--- config.mk ---
export PLATFORM = sky130hd
export DESIGN_NAME = regfile_wb_scheduler
export DESIGN_NICKNAME = d
export VERILOG_FILES = /design/src/rtl/regfile_wb_scheduler.sv
export SDC_FILE = /design/constraint.sdc
export NUM_CORES = 1
export LEC_CHECK = 0
export CAP_MARGIN = 20
export CORE_MARGIN = 8
export CORE_UTILIZATION = 28
export CTS_BUF_LIST = sky130_fd_sc_hd__clkbuf_2
export DETAILED_ROUTE_END_ITERATION = 7
export GPL_TIMING_DRIVEN = 0
export PLACE_DENSITY_LB_ADDON = 0.15
export SETUP_SLACK_MARGIN = 0.5
export SLEW_MARGIN = 20
export SYNTH_ARGS = -nofsm -noshare
export SYNTH_HDL_FRONTEND = slang
export SYNTH_SLANG_ARGS = --single-unit
--- constraint.sdc ---
create_clock -name clock -period 4 [get_ports clock]
set_input_delay 0.6 -clock clock [delete_from_list [all_inputs] [get_ports clock]]
set_output_delay 0.6 -clock clock [all_outputs]
set_load 0.05 [all_outputs]
--- src/rtl/regfile_wb_scheduler.sv ---
// Register-file write-port owner: pending scoreboard for issue hazards plus round-robin ALU/MEM writeback arbitration.
// Optional macro SCOREBOARD_BYPASS_EN lets the hazard check ignore the tag being granted this cycle.
`ifndef WORD_SIZE
`define WORD_SIZE 32
`endif

module regfile_wb_scheduler #(
  parameter int TAG_W  = 5,
  parameter int WORD_W = `WORD_SIZE,
  parameter int PERF_W = 32
) (
  input  logic              clock,
  input  logic              reset_n,
  input  logic              flush,
  input  logic              issue_valid,
  input  logic [TAG_W-1:0]  issue_rs1,
  input  logic [TAG_W-1:0]  issue_rs2,
  input  logic [TAG_W-1:0]  issue_rd,
  input  logic              issue_writes_rd,
  output logic              issue_ready,
  input  logic              alu_wb_valid,
  input  logic [TAG_W-1:0]  alu_wb_rd,
  input  logic [WORD_W-1:0] alu_wb_value,
  output logic              alu_wb_ready,
  input  logic              mem_wb_valid,
  input  logic [TAG_W-1:0]  mem_wb_rd,
  input  logic [WORD_W-1:0] mem_wb_value,
  output logic              mem_wb_ready,
  output logic              write_to_rd,
  output logic [TAG_W-1:0]  rd,
  output logic [WORD_W-1:0] rd_value,
  output logic [PERF_W-1:0] stall_cycles
);

  localparam int NREG = 1 << TAG_W;

  typedef enum logic {PRIO_MEM = 1'b0, PRIO_ALU = 1'b1} prio_t;

  prio_t             prio_reg, prio_next;
  logic [NREG-1:0]   pending_reg, pending_next, pending_eff;
  logic              alu_grant, mem_grant, grant_valid;
  logic [TAG_W-1:0]  grant_rd;
  logic [WORD_W-1:0] grant_value;
  logic              hazard, issue_fire;

  // prio names the port that wins the next contended cycle
  assign alu_grant   = alu_wb_valid & (~mem_wb_valid | (prio_reg == PRIO_ALU));
  assign mem_grant   = mem_wb_valid & (~alu_wb_valid | (prio_reg == PRIO_MEM));
  assign grant_valid = alu_grant | mem_grant;
  assign grant_rd    = alu_grant ? alu_wb_rd : mem_wb_rd;
  assign grant_value = alu_grant ? alu_wb_value : mem_wb_value;
  assign alu_wb_ready = alu_grant;
  assign mem_wb_ready = mem_grant;

  always_comb begin
    prio_next = prio_reg;
    if (alu_wb_valid && mem_wb_valid)
      prio_next = (prio_reg == PRIO_MEM) ? PRIO_ALU : PRIO_MEM;
  end

  assign hazard = pending_eff[issue_rs1] | pending_eff[issue_rs2] |
                  (issue_writes_rd & pending_eff[issue_rd]);
  assign issue_ready = ~hazard & ~flush;
  assign issue_fire  = issue_valid & issue_ready;

  generate
    for (genvar gi = 0; gi < NREG; gi++) begin : g_sb
      if (gi == 0) begin : g_zero
        assign pending_eff[gi]  = 1'b0;
        assign pending_next[gi] = 1'b0;
      end else begin : g_tag
        logic set_bit, clr_bit;
        assign set_bit = issue_fire & issue_writes_rd & (issue_rd == TAG_W'(gi));
        assign clr_bit = grant_valid & (grant_rd == TAG_W'(gi));
`ifdef SCOREBOARD_BYPASS_EN
        assign pending_eff[gi] = pending_reg[gi] & ~clr_bit;
`else
        assign pending_eff[gi] = pending_reg[gi];
`endif
        // set wins over a same-edge clear
        assign pending_next[gi] = flush ? 1'b0 : (set_bit | (pending_reg[gi] & ~clr_bit));
      end
    end
  endgenerate

  always_ff @(posedge clock or negedge reset_n) begin
    if (!reset_n) begin
      pending_reg  <= '0;
      prio_reg     <= PRIO_MEM;
      write_to_rd  <= 1'b0;
      rd           <= '0;
      rd_value     <= '0;
      stall_cycles <= '0;
    end else begin
      pending_reg <= pending_next;
      prio_reg    <= prio_next;
      if (grant_valid) begin
        write_to_rd <= (grant_rd != '0);
        rd          <= grant_rd;
        rd_value    <= grant_value;
      end else begin
        write_to_rd <= 1'b0;
      end
      if (issue_valid && !issue_ready && (stall_cycles != '1))
        stall_cycles <= stall_cycles + PERF_W'(1);
    end
  end

endmodule

==> metrics.csv <==
stage;metric;value;unit
clock_tree;root_buffer;clkbuf_2;
power;p_per_area;381;nW/um2
cells_and_area;final_area;7560;um2
detailed_routing;drtIter0Drc;329;
worst_setup_path;rr_endpoint;pending_reg[17]$_DFF_PN0_;
floorplanning;die-area;24100;um2
timing;fin_crit_sh;88.1;%
placed_design;placed_cell_area;7380;um2
power;leakagePower;0.00313;uW
clock_tree;cts_buffer_depth;2;
status;outcome;completed;
clock_tree;cts.sinks;102;
logic_synthesis;ys_seq_area_share;46.9;%
clock_tree;cts_tree;done;
floorplanning;die-width;155;um
clock_tree;clkTransAtPathRegs;0.34;ns
detailed_routing;routed_wl;18.4;mm
global_routing;grt_usage;15.4;%
timing;skew;0.0531;ns
floorplanning;core-area;19300;um2
logic_synthesis;synth_edf_count;0;
worst_setup_path;cp.required;3.40;ns
floorplanning;start_util;28.2;%
placed_design;hpwl;14.4;mm
timing;worstMarginPinSlew;1.01;ns
global_routing;grt_max_degree;64;
timing;setup_viol_count_final;0;
logic_synthesis;synth_nets;635;
detailed_routing;vias;4908;
worst_setup_path;end_kind;primary output;
global_routing;grt_pass1_vias;5361;
logic_synthesis;synth-main-ff-cell;dfrtp_1;
detailed_routing;wl_per_cell;18.7;um
worst_setup_path;rr_worst_depth;10;
floorplanning;rows;51;
cells_and_area;fin_nets;810;
power;p_sw_share;41.4;%
global_routing;grt_pass1_wl;29.4;mm
power;p_comb_share;38.6;%
flow_run;drv_cap;0;
logic_synthesis;postSynthAreaPerCell;10.1;um2
power;ir_drop;163;uV
timing;finalCriticalPeriod;3.52;ns
timing;drv_slew;0;
floorplanning;ios;169;
detailed_routing;ant_nets;0;
logic_synthesis;synthCells;538;
worst_setup_path;r2r_slack;0.84;ns
power;p_seq_share;42.9;%
worst_setup_path;regToRegStartpoint;pending_reg[9]$_DFF_PN0_;
global_routing;overflow;0;
power;p_sw;1190;uW
clock_tree;cts_buffers;9;
detailed_routing;viasPerCell;4.98;
timing;rsz0062_at_grt;true;
timing;fmax;284;MHz
clock_tree;clkLatencyLatePin;0.64;ns
timing;finalHoldViolCount;0;
worst_setup_path;path_max_fanout;4;
power;p_int;1690;uW
power;clkPwrFrac;18.5;%
logic_synthesis;async_flop_share;100;%
logic_synthesis;syn_area;5440;um2
detailed_routing;drc;0;
logic_synthesis;ys_ff_latch;102;
worst_setup_path;critPathKind;flop to primary output;
placed_design;port_buffers;158;
worst_hold_path;hold_path_startpoint;alu_wb_valid;
worst_hold_path;min_path_type;input pin to flop;
cells_and_area;drive_gt1_share;8.36;%
worst_hold_path;min_to;prio_reg$_DFFE_PN0P_;
floorplanning;dieHeight;155;um
logic_synthesis;synth_cell_types;43;
timing;slew_headroom;32.1;%
worst_hold_path;worstHoldPathCells;3;
cells_and_area;area_growth;39.0;%
logic_synthesis;yosys_warnings;0;
worst_setup_path;cp-start-kind;flop;
detailed_routing;firstDrtPassIters;4;
global_routing;antenna_found_initial;2;
placed_design;gp_congestion;0.823;
timing;setup_tns;0;ns
clock_tree;htree_levels;3;
worst_setup_path;critPathArrivalTime;2.92;ns
## power by group through the flow
stage	Combinational [uW]	Sequential [uW]	Clock, uW
finish	1110	1240	532
global route	1190	1260	604
CTS	1130	1240	561
detailed placement	1120	1250	0
global placement	1110	1250	0
floorplan	290	1610	0
## synthesized netlist by cell type, types with 3 or more instances
cell type,number,area [um2]
and3_1,6,37.5
a31oi_1,7,43.8
o22ai_1,31,194
buf_2,7,35.0
mux4_2,19,428
nor2_1,73,274
xor2_1,29,254
nor3b_1,10,75.1
mux2i_1,22,220
o21ai_0,29,145
nand4_1,8,50.1
xnor2_1,3,26.3
dfrtp_1,102,2550
nor2b_1,3,18.8
o211ai_1,28,210
or2_2,3,18.8
nor4b_1,3,26.3
nand2_1,32,120
nand2b_1,4,25.0
clkbuf_1,24,90.1
nor3_1,25,125
mux2_2,3,33.8
nand3_1,17,85.1
o311ai_0,3,26.3
inv_1,13,48.8
o21ai_1,8,40.0
nor4_1,4,25.0
## worst max path at each step
stage,start,to,slack (ns)
floorplan,issue_rs2[1],issue_ready,0.67
finish,pending_reg[9]$_DFF_PN0_,issue_ready,0.48
global route,pending_reg[9]$_DFF_PN0_,issue_ready,0.30
global placement,reset_n,pending_reg[20]$_DFF_PN0_,-1.61
detailed placement,issue_rd[1],issue_ready,-1.00
CTS,pending_reg[9]$_DFF_PN0_,issue_ready,0.38
## layer usage
| layer | global-route usage (%) | vias up | routed length (um) |
|---|---|---|---|
| li1 | - | 2342 | - |
| met1 | 18.9 | 2370 | 8030 |
| met2 | 24.2 | 180 | 8440 |
| met3 | 6.46 | 16 | 1740 |
| met4 | 4.76 | 0 | 192 |
| met5 | 0 | - | 0 |
## layout make-up
cell class / instances / area [um2]
fillers: 1982 / 11700
multi-input cells: 392 / 2710
flip-flops and latches: 102 / 2550
repair buffers: 164 / 1650
well taps: 265 / 332
plain buffers: 31 / 134
clock inverters: 7 / 80.1
inverters: 13 / 48.8
clock buffers: 9 / 45.0
diodes: 2 / 5.00
## cells by family (layout without fill, tap and decap cells)
logic type | count (synthesis) | in the layout | synth area share (%)
multiplexers | 44 | 44 | 12.5
adder cells (fa/ha/maj) | 1 | 1 | 0.230
other | 0 | 2 | 0
flip-flops | 102 | 102 | 46.9
AND/OR/NAND/NOR | 198 | 198 | 17.8
XOR/XNOR | 32 | 32 | 5.15
AO/OA/AOI/OAI | 117 | 117 | 14.2
buffers and inverters | 44 | 224 | 3.20
## worst max-delay path: stages (launching register included)
cell,delay [ns]
dfrtp_1,0.51
mux4_2,0.46
mux2i_1,0.20
nor3_1,0.07
or3_1,0.36
a2111oi_4,0.37
buf_6,0.17
buf_6,0.15
## cells in the final DEF (no fill, tap or decap), types with 22 or more instances in the layout
cell type          n
nor3_1            25
dfrtp_1          102
nor2_1            73
nand2_1           32
o22ai_1           31
o21ai_0           29
clkbuf_1          24
mux2i_1           22
xor2_1            29
clkdlybuf4s50_1  155
o211ai_1          28
## per-stage QoR
| stage | utilization, % | power, uW | setup slack [ns] | instances | hold WS [ns] |
|---|---|---|---|---|---|
| final | 39.2 | 2880 | 0.477 | 985 | 0.314 |
| after global routing | 39.2 | 3050 | 0.296 | 985 | 0.276 |
| after detailed placement | 38.3 | 2370 | -1.00 | 962 | 0.475 |
| after floorplan | - | 1900 | 0.674 | 538 | 0.304 |
| after global placement | 38.2 | 2360 | -1.61 | 961 | 0.480 |
| after CTS | 39.2 | 2930 | 0.382 | 983 | 0.242 |
## timing repair
action | 4_1_cts | 5_1_grt
setup endpoints to repair | 1 | 1
pin swaps | 1 | 0
buffers inserted | 4 | 0
gates resized for setup | 11 | 0
hold endpoints to repair | 39 | 0
hold buffers | 1 | 0
Power figures use the tool's default switching activity.
